## src/rtl/dmem_arbiter.sv

```systemverilog
// Round-robin arbiter that shares the single-port data memory between the CPU MEM stage (port 0)
// and the debug/loader port (port 1). It sequences each multi-cycle access and acks the owner.
module dmem_arbiter #(
    parameter int unsigned LATENCY     = 2,
    parameter int unsigned DEPTH_WORDS = 256
) (
    input  logic        clk,
    input  logic        reset,

    input  logic        req0,
    input  logic        we0,
    input  logic [31:0] addr0,
    input  logic [31:0] wdata0,
    output logic        ack0,
    output logic        err0,
    output logic [31:0] rdata0,
    output logic        gnt0,

    input  logic        req1,
    input  logic        we1,
    input  logic [31:0] addr1,
    input  logic [31:0] wdata1,
    output logic        ack1,
    output logic        err1,
    output logic [31:0] rdata1,
    output logic        gnt1,

    output logic [31:0] mem_address,
    output logic [31:0] mem_write_data,
    output logic        mem_read,
    output logic        mem_write,
    input  logic [31:0] mem_read_data
);

    typedef enum logic [1:0] {StIdle, StAccess, StDone} state_t;

    localparam logic [32:0] AddrLimit = 33'(DEPTH_WORDS) * 33'd4;
    localparam logic [3:0]  CntInit   = 4'(LATENCY - 1);

    state_t      state_q;
    logic        owner_q;
    logic        last_q;
    logic [3:0]  cnt_q;
    logic        we_q;

    logic        sel;
    logic        sel_we;
    logic [31:0] sel_addr;
    logic [31:0] sel_wdata;
    logic        sel_bad;

    // On a tie the port that was not served last wins.
    always_comb begin
        sel       = (req0 && req1) ? ~last_q : req1;
        sel_we    = sel ? we1 : we0;
        sel_addr  = sel ? addr1 : addr0;
        sel_wdata = sel ? wdata1 : wdata0;
        sel_bad   = (sel_addr[1:0] != 2'b00) || ({1'b0, sel_addr} >= AddrLimit);
    end

    always_ff @(posedge clk) begin
        if (reset) begin
            state_q        <= StIdle;
            owner_q        <= 1'b0;
            last_q         <= 1'b1;
            cnt_q          <= 4'd0;
            we_q           <= 1'b0;
            ack0           <= 1'b0;
            err0           <= 1'b0;
            rdata0         <= 32'd0;
            gnt0           <= 1'b0;
            ack1           <= 1'b0;
            err1           <= 1'b0;
            rdata1         <= 32'd0;
            gnt1           <= 1'b0;
            mem_address    <= 32'd0;
            mem_write_data <= 32'd0;
            mem_read       <= 1'b0;
            mem_write      <= 1'b0;
        end else begin
            ack0 <= 1'b0;
            ack1 <= 1'b0;
            err0 <= 1'b0;
            err1 <= 1'b0;
            unique case (state_q)
                StIdle: begin
                    if (req0 || req1) begin
                        owner_q <= sel;
                        last_q  <= sel;
                        we_q    <= sel_we;
                        gnt0    <= ~sel;
                        gnt1    <= sel;
                        if (sel_bad) begin
                            // Rejected requests never reach the memory.
                            state_q <= StDone;
                            ack0    <= ~sel;
                            err0    <= ~sel;
                            ack1    <= sel;
                            err1    <= sel;
                        end else begin
                            state_q        <= StAccess;
                            cnt_q          <= CntInit;
                            mem_address    <= sel_addr;
                            mem_write_data <= sel_wdata;
                            mem_read       <= ~sel_we;
                            mem_write      <= sel_we;
                        end
                    end
                end
                StAccess: begin
                    if (cnt_q == 4'd0) begin
                        state_q        <= StDone;
                        mem_address    <= 32'd0;
                        mem_write_data <= 32'd0;
                        mem_read       <= 1'b0;
                        mem_write      <= 1'b0;
                        ack0           <= ~owner_q;
                        ack1           <= owner_q;
                        if (!we_q) begin
                            if (owner_q) rdata1 <= mem_read_data;
                            else         rdata0 <= mem_read_data;
                        end
                    end else begin
                        cnt_q <= cnt_q - 4'd1;
                    end
                end
                StDone: begin
                    state_q <= StIdle;
                    gnt0    <= 1'b0;
                    gnt1    <= 1'b0;
                end
                default: state_q <= StIdle;
            endcase
        end
    end

endmodule

```

## config.mk

```make
export PLATFORM = sky130hd
export DESIGN_NAME = dmem_arbiter
export DESIGN_NICKNAME = d
export VERILOG_FILES = /design/src/rtl/dmem_arbiter.sv
export SDC_FILE = /design/constraint.sdc
export NUM_CORES = 1
export LEC_CHECK = 0
export ABC_CLOCK_PERIOD_IN_PS = 2800
export BUFFER_PORTS_ARGS = -buffer_cell sky130_fd_sc_hd__buf_2
export CORE_MARGIN = 5
export CORE_UTILIZATION = 45
export DETAILED_ROUTE_END_ITERATION = 10
export PLACE_DENSITY = 0.88
export SETUP_SLACK_MARGIN = 0.3
export SLEW_MARGIN = 5
export SYNTH_ARGS = -nofsm -noshare
export SYNTH_HDL_FRONTEND = slang
export SYNTH_SLANG_ARGS = --single-unit
export TNS_END_PERCENT = 30
```

## constraint.sdc

```tcl
create_clock -name clk -period 2.8 [get_ports clk]
set_input_delay 0.56 -clock clk [delete_from_list [all_inputs] [get_ports clk]]
set_output_delay 0.56 -clock clk [all_outputs]
set_load 0.03 [all_outputs]
```

==> key figures, run 1 <==
Status
  – Status: complete, no violations

Timing
  – Relative slew slack: 0.552
  – Tcrit/Tclk final: 0.806
  – Final Hold Fails: 0
  – Skew final: 8.87 ps
  – Worst hold slack: 384 ps
  – Setup TNS: 0 ps
  – Min Tclk post-route: 2260 ps
  – FMAX: 0.443 GHz
  – RSZ-0062 raised after global routing: false
  – Setup Viol. Count Final: 0
  – Slew Viols, Final: 0
  – Worst-margin pin slew: 673 ps

Flow run
  – Max cap viols: 0

Die
  – Site row count: 41
  – Die ar.: 0.0150 mm²
  – Die X: 122 µm
  – Core area: 0.0125 mm²
  – Chip Height: 122 µm
  – I/O pin cnt: 302
  – Initial Util: 0.454

Power
  – Total power: 4.51 mW
  – Leakage dissipation: 3.84 nW
  – VDD IR-drop max: 325 µV
  – Cell Pwr Density: 571 mW/mm²

Clocking
  – Post-CTS Resized: 0
  – Postcts setup bufs: 0
  – CTS Hold Bufs: 0
  – CTS Buf Count: 17
  – Insertion delay to the later sink of the worst-skew pair: 420 ps
  – CTS root buf: clkbuf_16
  – CTS tree: built
  – Max H-tree Level: 4
  – Clock sink count: 145
  – Clock slew at reported path FFs: 60 ps
  – Max Buffers Root-to-Sink: 2

Route
  – Final wirelength: 17.6 mm
  – Iteration count of the initial detailed-routing pass: 6
  – WL/cell: 15.1 µm
  – Detail Route Antenna Nets: 0
  – DRC Markers: 0
  – Via count: 5896
  – Initial DRC Count: 343
  – Vias per cell: 5.05

Min path
  – WHS Endpoint: rdata1[31]
  – HP Start: mem_read_data[31]
  – Hold depth: 3
  – Worst Hold Class: in2reg

Finish
  – Layout fillers: 1095
  – Share of cells above drive strength 1: 0.367
  – Fin nets: 1148
  – Area Overhead vs Synth: 39.0%

Critical path
  – Reg2Reg Setup Slack: 630 ps
  – Critical path peak fanout: 29
  – Worst Path Arrival: 2600 ps
  – RR Endpoint: mem_write_data[27]
  – CP endpoint kind: flop
  – Slowest stage delay, CP: 720 ps
  – CP Launch Point: addr0[18]
  – Startpoint Class: input pin
  – Slowest cell on crit path: or4_1
  – R2R depth: 6
  – Crit path kind: in2reg
  – Worst path required time: 3150 ps
  – Crit path cell chain: buf_2 > nor4_1 > nand4_1 > or4_1 > nand2_1 > buf_12 > mux2i_1
  – Critical R2R Launch: state_q[1]

Placed design
  – Port bufs: 301
  – GP Congestion: 0.824
  – HPWL Detailed: 13.0 mm

Synthesis
  – Mapped Cells: 693
  – Ys Warns: 0
  – Synthesized net count: 861
  – FF+latch count, synth: 145
  – Synth cell types: 44
  – Syn_area_per_cell: 8.19 µm²
  – Seq/Total Area, Yosys: 0.511
  – Cell Area, Synth: 0.00568 mm²

Global routing
  – Initial antenna violation count: 2
  – Largest net degree at the start of global routing: 66
  – Gr ovfl total: 0
  – Gr usage total: 0.229
  – Vias in the first global route: 5677
  – First-pass GRT wire length: 26.9 mm
-- final cells by class --
| type | count | area (µm²) | share of cell area |
|---|---|---|---|
| well taps | 172 | 215 | 0.0273 |
| inverters | 3 | 11.3 | 0.00143 |
| repair buffers | 317 | 1640 | 0.208 |
| clock inverters | 15 | 121 | 0.0154 |
| clock buffers | 17 | 425 | 0.0539 |
| multi-input cells | 496 | 2570 | 0.326 |
| diodes | 2 | 5.00 | 0.000634 |
| flip-flops and latches | 145 | 2900 | 0.368 |
-- metal layers --
layer	GRT usage	vias up	part of all wire
met5	0	-	0
met2	0.402	267	0.50
met3	0.0631	35	0.090
met1	0.258	2696	0.39
li1	-	2898	-
met4	0.102	0	0.025
-- sequential cells by signal (all words and copies together) (netlist names) --
name / flops
last_q: 1
rdata1: 32
owner_q: 1
we_q: 1
state_q: 2
cnt_q: 4
mem_address: 32
gnt1: 1
rdata0: 32
ack1: 1
gnt0: 1
err0: 1
ack0: 1
mem_write: 1
mem_write_data: 32
mem_read: 1
err1: 1
-- how the worst max path moves through the flow --
stage                              end  slack, ps  depth (start not counted)
floorplan              mem_address[14]        510                          8
global placement    mem_write_data[11]        200                          7
detailed placement  mem_write_data[28]        130                          7
CTS                 mem_write_data[27]        590                          7
global route        mem_write_data[14]        440                          7
finish              mem_write_data[27]        540                          7
-- cell families (layout without fill, tap and decap cells) --
kind of cell | count (synthesis) | in the layout | synth area share
other | 0 | 2 | 0
AND/OR/NAND/NOR | 349 | 349 | 0.271
adder cells (fa/ha/maj) | 2 | 2 | 0.00441
flip-flops | 145 | 145 | 0.511
buffers and inverters | 52 | 352 | 0.0399
multiplexers | 41 | 41 | 0.0723
AO/OA/AOI/OAI | 102 | 102 | 0.0978
XOR/XNOR | 2 | 2 | 0.00309
-- cells in the final DEF, fill, tap and decap left out, types with 4 or more instances in the layout --
cell	synthesis	final
and3_1	24	24
clkinv_4	0	4
buf_2	4	301
buf_4	1	15
nor2_1	13	12
o21ai_0	18	18
dfxtp_1	145	145
nand4_1	19	19
a21oi_1	71	71
mux2i_1	41	41
nand2_1	256	256
inv_6	0	6
clkbuf_16	0	17
nor4_1	10	10
-- critical path, delay by kind of cell --
kind | cells | cell delay (ps)
muxes | 1 | 210
buffers and inverters | 2 | 320
and+or+nand+nor | 4 | 1490
-- metrics by stage --
| step | worst slack, ps | util | cell area [µm²] | instances |
|---|---|---|---|---|
| after detailed placement | 131 | 0.586 | 7340 | 1133 |
| after floorplan | 514 | - | 5680 | 693 |
| after global placement | 200 | 0.586 | 7340 | 1133 |
| after CTS | 585 | 0.630 | 7890 | 1165 |
| after global routing | 437 | 0.630 | 7890 | 1167 |
| final | 542 | 0.630 | 7890 | 1167 |
-- synth_stat cells, drive strengths merged --
master | number | area, µm²
nand3b | 1 | 7.51
a21bo | 1 | 10.0
nand2 | 256 | 961
dfxtp | 145 | 2900
clkbuf | 35 | 131
nand4b | 2 | 17.5
nor3 | 4 | 20.0
o22ai | 1 | 6.26
or2 | 1 | 6.26
mux2i | 41 | 410
a21oi | 71 | 355
nand2b | 2 | 12.5
nor3b | 2 | 15.0
ha | 2 | 25.0
a21boi | 2 | 15.0
nand4 | 19 | 119
a2bb2oi | 1 | 8.76
o21ai | 19 | 98.9
or3 | 1 | 6.26
nand3 | 1 | 5.00
a31oi | 1 | 6.26
nor4 | 13 | 100
inv | 3 | 11.3
a2111oi | 2 | 17.5
xor2 | 2 | 17.5
o31a | 1 | 8.76
and2 | 3 | 21.3
a31o | 1 | 8.76
o21bai | 1 | 7.51
o31ai | 1 | 12.5
or3b | 1 | 8.76
or4 | 3 | 22.5
and3 | 24 | 150
nor2b | 2 | 12.5
buf | 14 | 83.8
nor2 | 14 | 55.1
-- where the power goes --
part / switching, mW / leakage [nW] / internal (mW) / total, mW
sequential: 0.0111 / 1.17 / 2.07 / 2.08
clock: 0.939 / 0.271 / 1.15 / 2.09
combinational: 0.183 / 2.40 / 0.148 / 0.331
total: 1.13 / 3.84 / 3.38 / 4.51
Note: power is estimated with default switching activity, not from simulation.
==> run 2, diff against run 1 <==
ABC_CLOCK_PERIOD_IN_PS = 1900   (was 2800)
CORE_UTILIZATION = 41   (was 45)
PLACE_DENSITY = 0.85   (was 0.88)
clock period = 1.9 ns   (was 2.8 ns; I/O delays follow)
==> key figures, run 2 (same netlist as run 1, synthesis figures left out) <==
Clocking
  – Max H-tree Level: 4 (unchanged)
  – CTS root buf: clkbuf_16
  – Insertion delay to the later sink of the worst-skew pair: 430 ps (about the same)
  – Clock slew at reported path FFs: 60 ps (about the same)
  – Max Buffers Root-to-Sink: 2 (unchanged)
  – Clock sink count: 145 (unchanged)
  – CTS tree: built
  – CTS Hold Bufs: 0 (unchanged)
  – CTS Buf Count: 17 (unchanged)

Finish
  – Share of cells above drive strength 1: 0.445 (+0.0788)
  – Most common cell after layout, fill and taps aside: buf_2
  – Commonest cells after routing, fill and taps aside: 296 x buf_2, 244 x nand2_1, 142 x dfxtp_1, 48 x a21oi_1, 41 x mux2i_1
  – Number of diodes: 0 (-2)
  – Fin nets: 1190 (+3.7%)
  – Util after Layout: 0.650 (+0.0199)
  – Area Overhead vs Synth: 57.1%

Timing
  – FMAX: 0.564 GHz
  – Tcrit/Tclk final: 0.933
  – Relative slew slack: 0.601 (+0.0492)
  – Skew final: 11.2 ps (+2.33 ps)
  – Worst-margin pin slew: 599 ps (-73.8 ps)
  – Slew Viols, Final: 0 (unchanged)
  – RSZ-0062 raised after global routing: true
  – Setup Viol. Count Final: 0 (unchanged)
  – Min Tclk post-route: 1770 ps
  – Final worst slack: 127 ps (-415 ps)
  – Final Hold Fails: 0 (unchanged)
  – Worst hold slack: 199 ps (-184 ps)

Power
  – NetSw: 1.68 mW (+49%)
  – Total power: 7.04 mW (+56%)
  – Switch share: 0.239 (-0.0118)
  – Cell Pwr Density: 789 mW/mm² (+38%)
  – Combinational power share: 0.082 (+0.009)
  – Clock share of power: 0.481 (+0.017)
  – VDD IR-drop max: 562 µV (+73%)
  – Pint: 5.35 mW (+59%)
  – Sequential share of power: 0.436 (-0.026)
  – Leakage dissipation: 4.26 nW (+11%)

Critical path
  – Startpoint Class: input pin
  – Worst Path Arrival: 2110 ps (-490 ps)
  – Reg2Reg Setup Slack: 150 ps (-480 ps)
  – Crit path kind: in2reg
  – Worst path required time: 2240 ps (-910 ps)
  – CP endpoint kind: flop
  – Critical path peak fanout: 8 (-72%)

Global routing
  – Gr usage total: 0.221 (-0.00797)
  – First-pass GRT wire length: 28.8 mm (+7.0%)
  – Vias in the first global route: 5893 (+3.8%)
  – Largest net degree at the start of global routing: 48 (-27%)
  – Gr ovfl total: 0 (unchanged)
  – Initial antenna violation count: 0 (-2)

Route
  – Final wirelength: 19.6 mm (+11%)
  – WL/cell: 16.1 µm (+7.0%)
  – Via count: 6192 (+5.0%)
  – Detail Route Antenna Nets: 0 (unchanged)
  – DRC Markers: 0 (unchanged)
  – Initial DRC Count: 320 (-6.7%)
  – Vias per cell: 5.10 (+0.87%)
  – Iteration count of the initial detailed-routing pass: 5 (-1)

Die
  – Initial Util: 0.414 (-0.0398)
  – Core area: 0.0137 mm² (+9.6%)
  – Chip Height: 128 µm (+4.4%)
  – I/O pin cnt: 302 (unchanged)
  – Site row count: 43 (+4.9%)
  – Die ar.: 0.0163 mm² (+8.9%)
  – Die X: 128 µm (+4.4%)

Flow run
  – Max cap viols: 0 (unchanged)

Placed design
  – Port bufs: 301 (unchanged)
  – HPWL Detailed: 12.9 mm (-1.2%)
  – GP Congestion: 0.857 (+4.1%)
  – Post-Place Worst Slack: -397 ps (-528 ps)

Status
  – Status: complete, no violations

Min path
  – Worst Hold Class: in2reg
[run 2: changes by cell type in the layout (fill, tap and decap cells not counted), moves of 5 or more]
cell | before | now
a21oi_1 | 71 | 48
a21oi_2 | 0 | 23
buf_12 | 1 | 10
buf_2 | 301 | 296
buf_4 | 15 | 32
buf_6 | 0 | 12
nand2_1 | 256 | 244
nand2_4 | 0 | 7
nor4_1 | 10 | 5
nor4_4 | 0 | 6
[run 2: repair_timing]
action,CTS,global route
cloned,5,5
pin swaps,11,22
gates resized for setup,39,54
buffers inserted,8,6
setup endpoints to repair,136,137
[run 2: routing by layer]
| layer | track usage | routed length (µm) |
|---|---|---|
| met1 | 0.263 | 7870 |
| met2 | 0.375 | 9610 |
| met3 | 0.0625 | 1760 |
| met4 | 0.0886 | 371 |
| met5 | 0 | 0 |
[run 2: area by class of cell]
cell class | instances | area, µm²
fill | 1131 | 4800
multi-input combinational | 497 | 2910
sequential | 145 | 2910
timing repair buffer | 358 | 2260
clock buffer | 19 | 453
tap | 180 | 225
clock inverter | 13 | 154
inverter | 3 | 11.3
[run 2: worst paths after layout]
path                     start                end  depth (start not counted)
min reg2reg         rdata1[18]         rdata1[18]                          2
max reg2reg           cnt_q[0]         rdata0[27]                         10
max                  addr0[14]  mem_write_data[9]                          7
min          mem_read_data[12]         rdata0[12]                          3
[run 2: worst max-delay path: stages]
cell     delay (ps)
buf_6           100
nor4_4          280
nand4_1         190
or4_4           670
nand2_8         150
buf_12          150
mux2i_1         200
[run 2: per-stage QoR]
stage	cell area (µm²)	std cells	setup TNS [ps]
final	8920	1215	0
after global routing	8920	1215	0
after CTS	8570	1204	0
after detailed placement	7620	1159	-18810
after global placement	7620	1159	-15230
after floorplan	5790	693	-3900
[run 2: power by group through the flow]
stage	clock [mW]	combinational (mW)	sequential, mW
global placement	0	0.521	3.13
detailed placement	0	0.524	3.14
finish	3.39	0.578	3.07
global route	3.60	0.627	3.07
floorplan	0	0.214	3.15
CTS	3.43	0.546	3.07
==> run 3, diff against run 2 <==
ABC_CLOCK_PERIOD_IN_PS = 1500   (was 1900)
CAP_MARGIN = 20   (was unset)
clock period = 1.5 ns   (was 1.9 ns; I/O delays follow)
==> key figures, run 3 (same netlist as run 1, synthesis figures left out) <==
Status
  – Status: finished with violations
  – Failing checks: setup timing

Die
  – Die ar.: 0.0163 mm² (unchanged)
  – Site row count: 43 (unchanged)
  – Die X: 128 µm (unchanged)
  – I/O pin cnt: 302 (unchanged)
  – Core area: 0.0137 mm² (unchanged)
  – Chip Height: 128 µm (unchanged)
  – Initial Util: 0.414 (unchanged)

Critical path
  – Startpoint Class: flop
  – Worst Path Arrival: 2190 ps (+80 ps)
  – Crit path kind: reg2reg
  – Critical path peak fanout: 7 (-1)
  – Worst path required time: 1850 ps (-390 ps)
  – CP endpoint kind: flop
  – Reg2Reg Setup Slack: -340 ps (-490 ps)

Timing
  – Skew final: 8.14 ps (-3.06 ps)
  – FMAX: 0.542 GHz
  – Final worst slack: -344 ps (-471 ps)
  – Final Hold Fails: 0 (unchanged)
  – Setup Viol. Count Final: 139 (+139)
  – RSZ-0062 raised after global routing: true
  – Min Tclk post-route: 1840 ps
  – Worst hold slack: 125 ps (-74.6 ps)
  – Tcrit/Tclk final: 1.23
  – Slew Viols, Final: 0 (unchanged)
  – Worst-margin pin slew: 387 ps (-212 ps)
  – Relative slew slack: 0.740 (+0.139)

Global routing
  – Largest net degree at the start of global routing: 62 (+29%)
  – First-pass GRT wire length: 31.2 mm (+8.6%)
  – Gr usage total: 0.240 (+0.0195)
  – Initial antenna violation count: 0 (unchanged)
  – Vias in the first global route: 6180 (+4.9%)
  – Gr ovfl total: 0 (unchanged)

Power
  – VDD IR-drop max: 770 µV (+37%)
  – Cell Pwr Density: 894 mW/mm² (+13%)
  – Leakage dissipation: 4.85 nW (+14%)

Clocking
  – CTS Buf Count: 17 (unchanged)
  – Max Buffers Root-to-Sink: 2 (unchanged)
  – CTS Hold Bufs: 0 (unchanged)
  – Max H-tree Level: 4 (unchanged)
  – CTS root buf: clkbuf_16
  – Insertion delay to the later sink of the worst-skew pair: 420 ps (about the same)
  – Clock sink count: 145 (unchanged)
  – CTS tree: built
  – Clock slew at reported path FFs: 60 ps (about the same)

Route
  – Via count: 6789 (+9.6%)
  – Final wirelength: 25.7 mm (+31%)
  – Initial DRC Count: 549 (+72%)
  – DRC Markers: 0 (unchanged)
  – WL/cell: 20.4 µm (+27%)
  – Vias per cell: 5.41 (+6.1%)
  – Detail Route Antenna Nets: 0 (unchanged)
  – Iteration count of the initial detailed-routing pass: 5 (unchanged)

Finish
  – Util after Layout: 0.773 (+0.123)
  – Share of cells above drive strength 1: 0.553 (+0.107)
  – Post-Layout Cell Count: 1255 (+3.3%)
  – Layout fillers: 811 (-28%)
  – Multi-input logic area: 0.00340 mm² (+17%)
  – Commonest cells after routing, fill and taps aside: 198 x buf_2, 188 x nand2_1, 137 x dfxtp_1, 111 x buf_6, 56 x buf_4
  – Number of diodes: 0 (unchanged)
  – Fin nets: 1230 (+3.4%)
  – Register area: 0.00292 mm² (+0.30%)
  – Area Overhead vs Synth: 86.8%
  – Most common cell after layout, fill and taps aside: buf_2

Placed design
  – HPWL Detailed: 13.1 mm (+2.2%)
  – Port bufs: 301 (unchanged)
  – Placed Instances: 1175 (+1.4%)
  – GP Congestion: 0.856 (about the same)

Flow run
  – Max cap viols: 0 (unchanged)

Min path
  – Worst Hold Class: in2reg
run 3: what timing repair did:
action	CTS	global route
gates resized for setup	121	423
endpoints found under the setup margin	278	280
pin swaps	46	85
setup buffers	22	6
hold endpoints to repair	0	0
cloned	10	10
run 3: area by class of cell:
class | count | area share
clock buffers | 21 | 0.0444
multi-input cells | 496 | 0.320
repair buffers | 399 | 0.322
inverters | 3 | 0.00106
well taps | 180 | 0.0212
flip-flops and latches | 145 | 0.275
clock inverters | 11 | 0.0164
run 3: report_power, final:
group	internal [mW]	switching, mW	leakage [nW]
Combinational	0.428	0.484	3.37
Sequential	3.87	0.0228	1.17
Clock	2.93	1.74	0.307
Total	7.23	2.25	4.85
run 3: through the flow:
step	total power [mW]	instance area [µm²]	setup WS, ps	TNS [ps]
6_report	9.48	10600	-344	-34260
5_1_grt	9.73	10600	-427	-43660
2_1_floorplan	4.26	5790	-461	-41870
3_5_place_dp	4.66	7780	-661	-54670
4_1_cts	9.27	9200	-246	-23810
3_3_place_gp	4.65	7780	-593	-49860
run 3: path summary, 6_finish.rpt:
check	depth (start not counted)	endpoint	start
worst max-delay path	7	mem_write_data[27]	state_q[1]
worst min-delay path	3	rdata0[19]	mem_read_data[19]
worst max register to register	7	mem_write_data[27]	state_q[1]
worst min register to register	2	mem_read	mem_read
run 3: routing by layer:
layer | vias up | track usage | wire (µm)
li1 | 3069 | - | -
met1 | 3204 | 0.287 | 9420
met2 | 423 | 0.414 | 13100
met3 | 93 | 0.0646 | 2100
met4 | 0 | 0.0899 | 1030
met5 | - | 0 | 0
run 3: critical path, cell delays in order, from the launching register on:
cell     delay, ps
dfxtp_2        340
nor2_4         150
o21ai_4         90
or4_4          610
nand2_8        120
buf_12         120
buf_16         130
mux2i_1        200
